**src/rtl/instr_fetch.sv**
```systemverilog
// Instruction fetch stage: pc register, ROM word addressing, one-entry output register with valid/ready.
// Optional misaligned-redirect fault handling is enabled by defining FETCH_FAULT_EN.
module instr_fetch #(
  parameter logic [31:0] RESET_PC = 32'h0000_0000
) (
  input  logic        clk,
  input  logic        rst_n,
  output logic [7:0]  rom_addr,
  input  logic [31:0] rom_instr,
  input  logic        redirect_valid,
  input  logic [31:0] redirect_pc,
  output logic        out_valid,
  input  logic        out_ready,
  output logic [31:0] out_instr,
  output logic [31:0] out_pc
`ifdef FETCH_FAULT_EN
  ,
  output logic        fault
`endif
);

  localparam int unsigned XLEN     = 32;
  localparam int unsigned PC_STEP  = 4;
`ifdef FETCH_FAULT_EN
  localparam bit          FAULT_EN = 1'b1;
`else
  localparam bit          FAULT_EN = 1'b0;
`endif

  typedef enum logic [1:0] {
    ST_START = 2'd0,
    ST_FETCH = 2'd1,
    ST_FAULT = 2'd2
  } state_t;

  state_t            r_state;
  logic [XLEN-1:0]   r_pc;
  logic              r_out_valid;
  logic [XLEN-1:0]   r_out_instr;
  logic [XLEN-1:0]   r_out_pc;
`ifdef FETCH_FAULT_EN
  logic              r_fault;
`endif

  logic              w_advance;
  logic              w_misaligned;
  logic              w_fault_redirect;
  logic [XLEN-1:0]   w_redirect_target;

  // A slot opens when the output register is empty or being drained this cycle.
  assign w_advance         = !redirect_valid && (!r_out_valid || out_ready);
  assign w_misaligned      = |redirect_pc[1:0];
  assign w_fault_redirect  = FAULT_EN && w_misaligned;
  assign w_redirect_target = {redirect_pc[XLEN-1:2], 2'b00};

  always_ff @(posedge clk or negedge rst_n) begin
    if (!rst_n) begin
      r_state     <= ST_START;
      r_pc        <= RESET_PC;
      r_out_valid <= 1'b0;
      r_out_instr <= '0;
      r_out_pc    <= '0;
`ifdef FETCH_FAULT_EN
      r_fault     <= 1'b0;
`endif
    end else begin
      case (r_state)
        ST_START: begin
          r_state <= ST_FETCH;
        end
        ST_FETCH: begin
          // Redirect beats both advance and stall; the held instruction is flushed.
          if (redirect_valid) begin
            r_out_valid <= 1'b0;
            if (w_fault_redirect) begin
              r_state <= ST_FAULT;
`ifdef FETCH_FAULT_EN
              r_fault <= 1'b1;
`endif
            end else begin
              r_pc <= w_redirect_target;
            end
          end else if (w_advance) begin
            r_out_instr <= rom_instr;
            r_out_pc    <= r_pc;
            r_out_valid <= 1'b1;
            r_pc        <= r_pc + XLEN'(PC_STEP);
          end
        end
        ST_FAULT: begin
          r_out_valid <= 1'b0;
        end
        default: begin
          r_state <= ST_START;
        end
      endcase
    end
  end

  assign rom_addr  = r_pc[9:2];
  assign out_valid = r_out_valid;
  assign out_instr = r_out_instr;
  assign out_pc    = r_out_pc;
`ifdef FETCH_FAULT_EN
  assign fault     = r_fault;
`endif

endmodule

```
**config.mk**
```make
export PLATFORM = sky130hd
export DESIGN_NAME = instr_fetch
export DESIGN_NICKNAME = d
export VERILOG_FILES = /design/src/rtl/instr_fetch.sv
export SDC_FILE = /design/constraint.sdc
export NUM_CORES = 1
export LEC_CHECK = 0
export ABC_AREA = 1
export CORE_MARGIN = 2
export CORE_UTILIZATION = 49
export CTS_CLUSTER_DIAMETER = 30
export DETAILED_ROUTE_END_ITERATION = 10
export GPL_ROUTABILITY_DRIVEN = 1
export PLACE_DENSITY = 0.83
export SKIP_CTS_REPAIR_TIMING = 1
export SYNTH_ARGS = -nofsm -noshare
export SYNTH_HDL_FRONTEND = slang
export SYNTH_SLANG_ARGS = --single-unit
```
**constraint.sdc**
```tcl
create_clock -name clk -period 2.7 [get_ports clk]
set_input_delay 0.54 -clock clk [delete_from_list [all_inputs] [get_ports clk]]
set_output_delay 0.54 -clock clk [all_outputs]
set_load 0.005 [all_outputs]
```
==> results.ini <==
[setup_path]
worstPathRequired_ns=2.95
crit_chain=clkdlybuf4s50_1, nand2_1, nand2_1, inv_2, buf_4, nor2_1, nand2_1, nand2_1
reg2regPathDepth=10
r2r_slack_ns=1.00
criticalPathCategory=in2reg
worstSetupStartpointType=primary input
crit_path_max_fanout=22
r2r_end=r_pc[22]$_DFFE_PN0P_
cp-end-kind=flop
crit_slowest_cell=clkdlybuf4s50_1
reg2reg_from=r_pc[3]$_DFFE_PN0P_
worst_path_largest_cell_delay_ns=0.57
cpMostUsedCell=nand2_1
cp.arrival_ns=2.23

[sta]
hold_violations=0
min_period_ns=1.98
setup-violations-final=0
drv_slew=0
period_share_pct=73.2
tightest_slew_ns=0.711
max_freq_ghz=0.506
relSlewSlack_pct=52.6
rsz0062_at_grt=no
fin_tns_setup_ns=0
finClkSkew_ns=0.00836

[synthesis]
yosysUniqueCellTypes=31
ys_ff_latch=94
synthFlopType=dfrtp_1
synth_area_sq_mm=0.00476
synthTopCellsByArea=dfrtp_1, nand2_1, mux2_2
synth-warning-count=0
synth-edff-count=0
synth_top_area_share_pct=49.4
synth_async_sr_flop_share_pct=100
yosysSeqAreaShare_pct=49.4
synth_top_cell_by_area=dfrtp_1
syn-instance-count=570
syn_area_per_cell_sq_um=8.35

[detailed_routing]
routed_via_density=5.10
route.vias.total=4224
ant_nets=0
drt-initial-drc-count=216
wire_per_inst_um=14.6
first_pass_iters=4
drt_wl_total_mm=12.1
drcViolationCount=0

[layout]
diodes=0
postLayoutCoreUtil_pct=68.5
fillCellCount=778
layout.nets=765
syn2layout_area_growth_pct=34.1
drive_gt1_share_pct=12.0

[die]
die_w_um=103
die-height_um=103
core_area_sq_mm=0.00933
num_rows=35
initial_core_util_pct=51.0
pin_count=141
dieArea_sq_mm=0.0105

[grt]
grt_pass1_vias=4045
grt_max_degree=89
grt_pass1_wl_mm=19.5
grt.total_usage_pct=23.7
grt_antenna_before_repair=0
overflow=0

[clock_network]
cts_sinks=94
clk_latency_ns=0.36
cts.clk_slew.worst_paths_ns=0.10
root_buffer=clkbuf_8
cts_tree=built
cts_buffers=9
clk_path_buf_depth=2
cts-htree-levels=3

[placement]
io_buffers=136
dp_hpwl_mm=8.93
routabilityCongestion=0.890

[run]
maxCapViolCount=0

[power_and_ir_drop]
cellLeakagePower_nw=2.83
p_per_area_mw_per_mm2=652
peakVddDrop_mv=0.284

[worst_hold_path]
min_path_type=in2async

[status]
status=completed

-- critical path: cells and delay by family --
| family | cells | cell delay (ns) |
|---|---|---|
| buffers and inverters | 3 | 1.07 |
| AND/OR/NAND/NOR | 5 | 0.60 |
-- cell usage in the layout (no fill, tap or decap), types with 3 or more instances in the layout --
master	instances
buf_4	7
inv_1	41
clkdlybuf4s50_1	135
mux2_2	37
nand2_2	5
conb_1	3
nor2_2	6
inv_2	3
o21ai_0	36
nand3_1	36
nor2_1	67
o22ai_1	4
nand2_1	168
nor2_4	6
clkbuf_8	9
dfrtp_1	94
o21ai_1	6
a21oi_1	12
-- cell usage after synthesis, types with 5 or more instances --
library cell / instances
o21ai_1: 6
nand2_1: 168
nor2_2: 6
nor2_1: 67
dfrtp_1: 94
a21oi_1: 12
o21ai_0: 36
clkbuf_1: 6
buf_6: 5
buf_2: 8
nand3_1: 36
inv_1: 41
buf_4: 11
nor2_4: 6
nand2_2: 5
mux2_2: 37
-- power breakdown --
group	total, mW	internal (mW)	switching (mW)
Clock	1.03	0.525	0.509
Combinational	1.23	0.709	0.525
Sequential	1.90	1.69	0.211
Total	4.17	2.92	1.25
-- registers in the layout (all words and copies together), names as in the netlist --
| register | cells |
|---|---|
| out_pc | 30 |
| r_pc | 30 |
| r_state | 1 |
| out_valid | 1 |
| out_instr | 32 |
-- worst max path at each step --
stage	to	from	slack [ns]
after global routing	r_pc[19]$_DFFE_PN0P_	redirect_valid	0.61
after CTS	rom_addr[2]	r_pc[4]$_DFFE_PN0P_	0.72
after floorplan	out_instr[10]$_DFFE_PN0P_	out_ready	1.14
after detailed placement	out_instr[15]$_DFFE_PN0P_	redirect_valid	0.38
final	r_pc[25]$_DFFE_PN0P_	redirect_valid	0.72
after global placement	r_pc[13]$_DFFE_PN0P_	redirect_valid	0.38
-- kinds of logic (layout without fill, tap and decap cells) --
kind of cell,count (synthesis),after routing,share of synthesized area (%)
other,2,3,0.158
buffers and inverters,74,203,7.70
adder cells (fa/ha/maj),1,1,0.263
AO/OA/AOI/OAI,66,66,7.47
AND/OR/NAND/NOR,296,296,26.2
flip-flops,94,94,49.4
multiplexers,37,37,8.75
-- layout make-up --
type	count	area (sq um)	area share, %
Multi-Input combinational cell	403	2040	32.0
Timing Repair Buffer	144	1440	22.6
Sequential cell	94	2350	36.8
Tap cell	129	161	2.53
Clock inverter	6	93.8	1.47
Inverter	44	165	2.59
Clock buffer	9	124	1.94
-- layer usage --
| metal | GRT usage (%) | up-vias | wire length (um) |
|---|---|---|---|
| li1 | - | 2067 | - |
| met1 | 32.5 | 1995 | 5490 |
| met2 | 38.0 | 143 | 5550 |
| met3 | 4.14 | 19 | 832 |
| met4 | 8.62 | 0 | 258 |
| met5 | 0 | - | 0 |
-- through the flow --
stage	setup WS, ns	hold slack, ns	instances	total power [mW]	instance area, sq um
3_3_place_gp	0.384	0.465	814	3.11	6170
6_report	0.723	0.221	829	4.17	6380
3_5_place_dp	0.384	0.473	814	3.16	6170
5_1_grt	0.606	0.276	829	4.41	6380
2_1_floorplan	1.14	0.244	571	2.45	4760
4_1_cts	0.721	0.248	829	4.20	6380
No activity file was read; power rests on OpenSTA's default activity.
